[src/rtl/mux_pipe_arb_if.sv]
// Handshake bundle for mux_pipe_arb: NCH producer channels in, one registered consumer port out.
interface mux_pipe_arb_if #(
  parameter int WIDTH = 16,
  parameter int NCH   = 4
);
  localparam int SELW = $clog2(NCH);

  logic                 mode;
  logic [SELW-1:0]      sel;
  logic [NCH*WIDTH-1:0] in_data;
  logic [NCH-1:0]       in_valid;
  logic [NCH-1:0]       in_ready;
  logic [WIDTH-1:0]     out_data;
  logic                 out_valid;
  logic                 out_ready;
  logic [SELW-1:0]      out_ch;

  modport master (
    output mode, sel, in_data, in_valid, out_ready,
    input  in_ready, out_data, out_valid, out_ch
  );

  modport slave (
    input  mode, sel, in_data, in_valid, out_ready,
    output in_ready, out_data, out_valid, out_ch
  );
endinterface

[src/rtl/mux_pipe_arb.sv]
// Registered N:1 datapath mux with direct-select or round-robin grant and a
// single-entry valid/ready output stage.
module mux_pipe_arb #(
  parameter int WIDTH = 16,
  parameter int NCH   = 4
) (
  input  logic          clk,
  input  logic          rst_n,
  mux_pipe_arb_if.slave bus
);
  localparam int SELW = $clog2(NCH);

  logic [SELW-1:0]  last;
  logic [SELW-1:0]  rr_grant;
  logic             rr_found;
  logic [SELW-1:0]  grant;
  logic             have_cand;
  logic             load_en;
  logic             xfer;
  logic [NCH-1:0]   ready;
  logic [WIDTH-1:0] data_q;
  logic [SELW-1:0]  ch_q;
  logic             valid_q;

  // Round-robin search starts just after the last granted channel.
  // NOTE: every variable written here gets a default first so no latch is inferred.
  always_comb begin
    rr_found = 1'b0;
    rr_grant = '0;
    for (int i = 1; i <= NCH; i++) begin
      if (!rr_found && bus.in_valid[(int'(last) + i) % NCH]) begin
        rr_found = 1'b1;
        rr_grant = SELW'((int'(last) + i) % NCH);
      end
    end
  end

  // A sel beyond the channel count (non-power-of-2 NCH) names no channel.
  always_comb begin
    if (bus.mode) begin
      grant     = rr_grant;
      have_cand = rr_found;
    end else begin
      grant     = bus.sel;
      have_cand = int'(bus.sel) < NCH;
    end
  end

  assign load_en = !valid_q || bus.out_ready;

  // in_ready follows out_ready combinationally; the stage has no skid entry.
  always_comb begin
    ready = '0;
    if (rst_n && have_cand && load_en) ready[grant] = 1'b1;
  end

  assign xfer = have_cand && bus.in_valid[grant] && load_en && rst_n;

  // NOTE: sequential state uses non-blocking assignments so all registers update together.
  // NOTE: every register here is reset asynchronously, including the data word, so out_data reads 0 after reset.
  always_ff @(posedge clk or negedge rst_n) begin
    if (!rst_n) begin
      valid_q <= 1'b0;
      data_q  <= '0;
      ch_q    <= '0;
      last    <= SELW'(NCH - 1);
    end else if (xfer) begin
      valid_q <= 1'b1;
      data_q  <= bus.in_data[int'(grant)*WIDTH +: WIDTH];
      ch_q    <= grant;
      if (bus.mode) last <= grant;
    end else if (load_en) begin
      valid_q <= 1'b0;
    end
  end

  assign bus.in_ready  = ready;
  assign bus.out_data  = data_q;
  assign bus.out_valid = valid_q;
  assign bus.out_ch    = ch_q;
endmodule
[src/flat_wrapper.sv]
// flat-port wrapper written by rule: the top's interface ports become plain ports
module mux_pipe_arb_flat 
#(
  parameter int WIDTH = 16,
  parameter int NCH   = 4
)
  (clk, rst_n, bus_mode, bus_sel, bus_in_data, bus_in_valid, bus_out_ready, bus_in_ready, bus_out_data, bus_out_valid, bus_out_ch);
  mux_pipe_arb_if #(.WIDTH(WIDTH), .NCH(NCH)) bus_i ();
  input  logic clk;
  input  logic rst_n;
  input wire logic [$bits(bus_i.mode)-1:0] bus_mode;
  input wire logic [$bits(bus_i.sel)-1:0] bus_sel;
  input wire logic [$bits(bus_i.in_data)-1:0] bus_in_data;
  input wire logic [$bits(bus_i.in_valid)-1:0] bus_in_valid;
  input wire logic [$bits(bus_i.out_ready)-1:0] bus_out_ready;
  output wire logic [$bits(bus_i.in_ready)-1:0] bus_in_ready;
  output wire logic [$bits(bus_i.out_data)-1:0] bus_out_data;
  output wire logic [$bits(bus_i.out_valid)-1:0] bus_out_valid;
  output wire logic [$bits(bus_i.out_ch)-1:0] bus_out_ch;
  assign bus_i.mode = bus_mode;
  assign bus_i.sel = bus_sel;
  assign bus_i.in_data = bus_in_data;
  assign bus_i.in_valid = bus_in_valid;
  assign bus_i.out_ready = bus_out_ready;
  assign bus_in_ready = bus_i.in_ready;
  assign bus_out_data = bus_i.out_data;
  assign bus_out_valid = bus_i.out_valid;
  assign bus_out_ch = bus_i.out_ch;
  mux_pipe_arb #(.WIDTH(WIDTH), .NCH(NCH)) u_core (.clk(clk), .rst_n(rst_n), .bus(bus_i));
endmodule
[config.mk]
export PLATFORM = sky130hd
export DESIGN_NAME = mux_pipe_arb_flat
export DESIGN_NICKNAME = d
export VERILOG_FILES = /design/src/rtl/mux_pipe_arb_if.sv /design/src/rtl/mux_pipe_arb.sv /design/src/flat_wrapper.sv
export SDC_FILE = /design/constraint.sdc
export NUM_CORES = 1
export LEC_CHECK = 0
export ABC_CLOCK_PERIOD_IN_PS = 5900
export CORE_ASPECT_RATIO = 0.7
export CORE_MARGIN = 2
export CORE_UTILIZATION = 30
export DETAILED_ROUTE_END_ITERATION = 16
export PLACE_DENSITY_LB_ADDON = 0.12
export SETUP_SLACK_MARGIN = 0.02
export SKIP_LAST_GASP = 1
export SLEW_MARGIN = 30
export SYNTH_ARGS = -nofsm -noshare
export SYNTH_HDL_FRONTEND = slang
export SYNTH_SLANG_ARGS = --single-unit
[constraint.sdc]
create_clock -name clk -period 5.9 [get_ports clk]
set_input_delay 1.475 -clock clk [delete_from_list [all_inputs] [get_ports clk]]
set_output_delay 1.475 -clock clk [all_outputs]
set_load 0.1 [all_outputs]
==> impl_summary.md <==
Synth
Counting flops with a built-in enable in the synthesized netlist gives 0. The number of nets in the synthesized netlist is 192. For this run, the leading register cell type out of synthesis is sky130_fd_sc_hd__dfrtp_1.

By area the synthesized netlist is led by sky130_fd_sc_hd__dfrtp_1 (31%), sky130_fd_sc_hd__mux4_2 (23%), sky130_fd_sc_hd__mux2_4 (6.8%), sky130_fd_sc_hd__mux2_2 (6.6%), sky130_fd_sc_hd__dfstp_2 (3.4%). After synthesis, the most frequently instantiated cells are sky130_fd_sc_hd__dfrtp_1 (19), sky130_fd_sc_hd__mux4_2 (16), sky130_fd_sc_hd__mux2_2 (9). Summing the sequential cell areas from Yosys gives 34.39% of the chip area. Summing every instance area after synthesis gives ~0.0015 mm2. The count of yosys warnings during synthesis is 0.

The leading area contributor after synthesis is sky130_fd_sc_hd__dfrtp_1. A synthesized cell averages 13.01 um2. The cell count after synthesis came out at 118.

The dominant cell by count in the synthesized netlist is sky130_fd_sc_hd__dfrtp_1. After synthesis, the largest area contributor takes up 30.97% of total cell area. The flip-flop and latch count after synthesis is 21. The share of async-settable or async-resettable flops after synthesis is between 90% and 100%. The count of unique library cells instantiated by Yosys is 36.

Detailed routing
The per-cell via count in the routed design is 4.936. After detailed routing, the total wire length is 4.315 mm. For this run, design rule violations remaining after detail routing come to 0. The detail route stage leaves a number of antenna-violating nets equal to 0. The first detailed-routing pass took 4 iterations.

The routed layout has ~1400 vias. The count of routing violations after the opening detailed-route iteration is 80. Dividing the detail-routed wire length by the instance count gives 15.36 um.

Cells and area
From synthesis to final layout, the design area changed by 71.23%. The multi-input combinational cell area is 927.1 um2. Once layout is complete, the utilization of the core stands at 54.08%.

The ratio of cells with drive above 1 in the final layout is 23.11%. The area of all sequential standard cells is 528.0 um2. The layout has approximately 420 filler cells.

The final antenna diode count is 0. The final net count is 287.

Floorplan
The effective utilization at floorplan is 31.58%. The core outline area is 0.004861 mm2. The die is 63.85 um tall. The die area is 0.005715 mm2. 97 I/O pins were placed. The die width is 89.50 um. Row generation in the floorplan step produced 21 rows.

Worst setup path
Data on the critical path is required at its endpoint by 4.43 ns. The kind of start point of the critical path is an input port. The highest cell delay on the worst timing path is 0.68 ns. The worst setup path is captured at an output pin. The top fanout value on the critical path is 11. Traced cell by cell, the critical path runs through clkdlybuf4s50_1 -> a21bo_1 -> a21oi_1 -> o32ai_4 -> nand2b_1 -> nor2_1 -> buf_12.

Data arrives at the worst endpoint at 3.53 ns. The slowest cell on the critical path is sky130_fd_sc_hd__clkdlybuf4s50_1. The class of the most critical setup path is in -> out.

STA
Counting I/O delays and the setup requirement, the final critical path takes 5.000 ns. The tightest slew margin relative to the limit is 33.36%. Setup violations remaining at the end of the flow were counted as 0. The number of hold-slack violations in the final timing report came to 0.

After layout, the worst path uses 84.75% of the clock period. The count of pins over their slew limit is 0. The slew at the pin with the worst max-slew slack is ~1 ns. The clock tree skew after final layout is 0.004519 ns.

Adding up every negative setup slack in the final design gives 0 ns. The highest achievable clock rate is 0.2000 GHz. Setup repair after global routing left no endpoint under its margin. The worst slack on hold paths is 0.5133 ns.

Clocking
The later pin in the worst-skew pair is clocked with a latency of 0.26 ns. The sink count of the clock tree is 21. CTS built an H-tree with a depth of 1. The number of clock buffers inserted by TritonCTS is 3. The maximum number of buffers from clock root to sink is 2. Clock-pin slew was measured on the worst setup and hold paths at ~0.070 ns.

The number of setup buffers added after CTS is 0. The number of hold-repair buffers added at the cts stage is 0. The CTS root buffer is sky130_fd_sc_hd__clkbuf_8. The quantity of gates resized following cts is 0. TritonCTS built the clock tree.

Worst hold path
The min-delay analysis places its worst path in the category reg -> reg.

Global routing
The via count of the first global-routing pass is 1441. After global routing the overflow that remains totals 0. The first global-routing pass estimated 6.879 mm of wire. The global routing usage summed across all routing layers is between 10% and 20%. The largest net degree at the start of global routing is 23. The number of antenna violations at the first check in global routing is 0.

Place
The routability congestion estimate from global placement is 0.7869. Summed over all nets, the half-perimeter wirelength after detailed placement is 3.493 mm. The count of input and output buffers is 96.

Flow run
Across the run, the number of max-cap violations was 0.

Pwr
The static leakage is 1.010 nW. The power density of the placed cells is approximately 470 mW/mm2. Overall power consumption after layout is estimated at about 1.2 mW.

Across the VDD grid, the largest voltage drop is 0.0003259 V.

Outcome
The run finished with clean final reports.
worst max-delay path, delay by kind of cell:
kind	cells	cell delay, ns
compound gates	3	0.75
buf+inv	2	0.88
simple gates	2	0.42
per-layer routing:
layer	global-route usage, %	up-vias	wire, um
li1	-	645	-
met1	19.59	665	1722
met2	26.76	75	2131
met3	5.556	2	449
met4	1.866	0	12
met5	0	-	0
where the power goes:
| group | internal, mW | total (mW) | switching, mW |
|---|---|---|---|
| logic | 0.278 | 0.890 | 0.611 |
| registers | 0.214 | 0.256 | 0.0418 |
| clock network | 0.0480 | 0.0930 | 0.0450 |
| total | 0.541 | 1.24 | 0.698 |
registers in the layout (all words and copies together) (netlist names):
signal                count
u_core.bus.out_data      16
u_core.bus.out_ch         2
u_core.last               2
u_core.bus.out_valid      1
cell families (layout without fill, tap and decap cells):
family,count (synthesis),after routing,share of synthesized area [%]
simple gates,27,27,9.454
buf+inv,13,107,5.216
compound gates,22,22,12.06
flops,21,21,34.39
mux,35,35,38.88
layout by cell type, fill, tap and decap left out:
| cell | synthesis | routed |
|---|---|---|
| sky130_fd_sc_hd__buf_12 | 0 | 4 |
| sky130_fd_sc_hd__mux2_2 | 9 | 9 |
| sky130_fd_sc_hd__a21bo_1 | 1 | 1 |
| sky130_fd_sc_hd__and2_1 | 1 | 1 |
| sky130_fd_sc_hd__a21oi_1 | 4 | 4 |
| sky130_fd_sc_hd__o31ai_1 | 1 | 1 |
| sky130_fd_sc_hd__a211oi_4 | 1 | 1 |
| sky130_fd_sc_hd__nor2b_1 | 2 | 2 |
| sky130_fd_sc_hd__clkdlybuf4s50_1 | 0 | 92 |
| sky130_fd_sc_hd__nor2_1 | 5 | 5 |
| sky130_fd_sc_hd__dfstp_2 | 2 | 2 |
| sky130_fd_sc_hd__o21ai_2 | 1 | 1 |
| sky130_fd_sc_hd__mux2_4 | 7 | 7 |
| sky130_fd_sc_hd__o211ai_1 | 1 | 1 |
| sky130_fd_sc_hd__nor4_1 | 1 | 1 |
| sky130_fd_sc_hd__clkbuf_1 | 2 | 1 |
| sky130_fd_sc_hd__o32ai_1 | 1 | 1 |
| sky130_fd_sc_hd__o32ai_4 | 1 | 1 |
| sky130_fd_sc_hd__a21o_1 | 1 | 1 |
| sky130_fd_sc_hd__mux2i_1 | 3 | 3 |
| sky130_fd_sc_hd__nand3b_1 | 3 | 3 |
| sky130_fd_sc_hd__nand2b_1 | 5 | 5 |
| sky130_fd_sc_hd__clkbuf_8 | 0 | 3 |
| sky130_fd_sc_hd__dfrtp_1 | 19 | 19 |
| sky130_fd_sc_hd__o221ai_1 | 1 | 1 |
| sky130_fd_sc_hd__o21ai_0 | 3 | 3 |
| sky130_fd_sc_hd__nor3b_1 | 1 | 1 |
| sky130_fd_sc_hd__a32oi_1 | 1 | 1 |
| sky130_fd_sc_hd__inv_1 | 3 | 3 |
| sky130_fd_sc_hd__nor3_1 | 1 | 1 |
| sky130_fd_sc_hd__o22ai_1 | 3 | 3 |
| sky130_fd_sc_hd__nand2_1 | 6 | 6 |
| sky130_fd_sc_hd__buf_4 | 1 | 4 |
| sky130_fd_sc_hd__mux4_2 | 16 | 16 |
| sky130_fd_sc_hd__o21bai_1 | 1 | 1 |
| sky130_fd_sc_hd__and3_1 | 2 | 2 |
| sky130_fd_sc_hd__o21a_2 | 1 | 1 |
path summary, 6_finish.rpt:
path                                              from                endpoint  slack (ns)  cells past startpoint
worst min-delay path            u_core.bus.out_data[0]  u_core.bus.out_data[0]        0.51                      1
max in group asynchronous                        rst_n          u_core.last[0]        4.04                      2
worst max-delay path                   bus_in_valid[3]         bus_in_ready[1]        0.90                      7
min in group asynchronous                        rst_n    u_core.bus.out_valid        1.57                      2
worst min register to register  u_core.bus.out_data[0]  u_core.bus.out_data[0]        0.51                      1
worst max register to register          u_core.last[1]  u_core.bus.out_data[1]        2.69                      8
layout make-up:
class,count,share of cell area [%]
clock buffer,4,1.713
inverter,3,0.4284
multi-input combinational,84,35.27
sequential,21,20.09
tap,69,3.284
timing repair buffer,100,39.22
through the flow:
step                worst slack [ns]  cells  cell area, um2
CTS                           0.9124    281            2629
detailed placement            0.9197    277            2584
floorplan                     0.3632    118            1535
global route                  0.7197    281            2629
finish                        0.8999    281            2629
global placement              0.9875    277            2584
No activity file was read; power rests on OpenSTA's default activity.
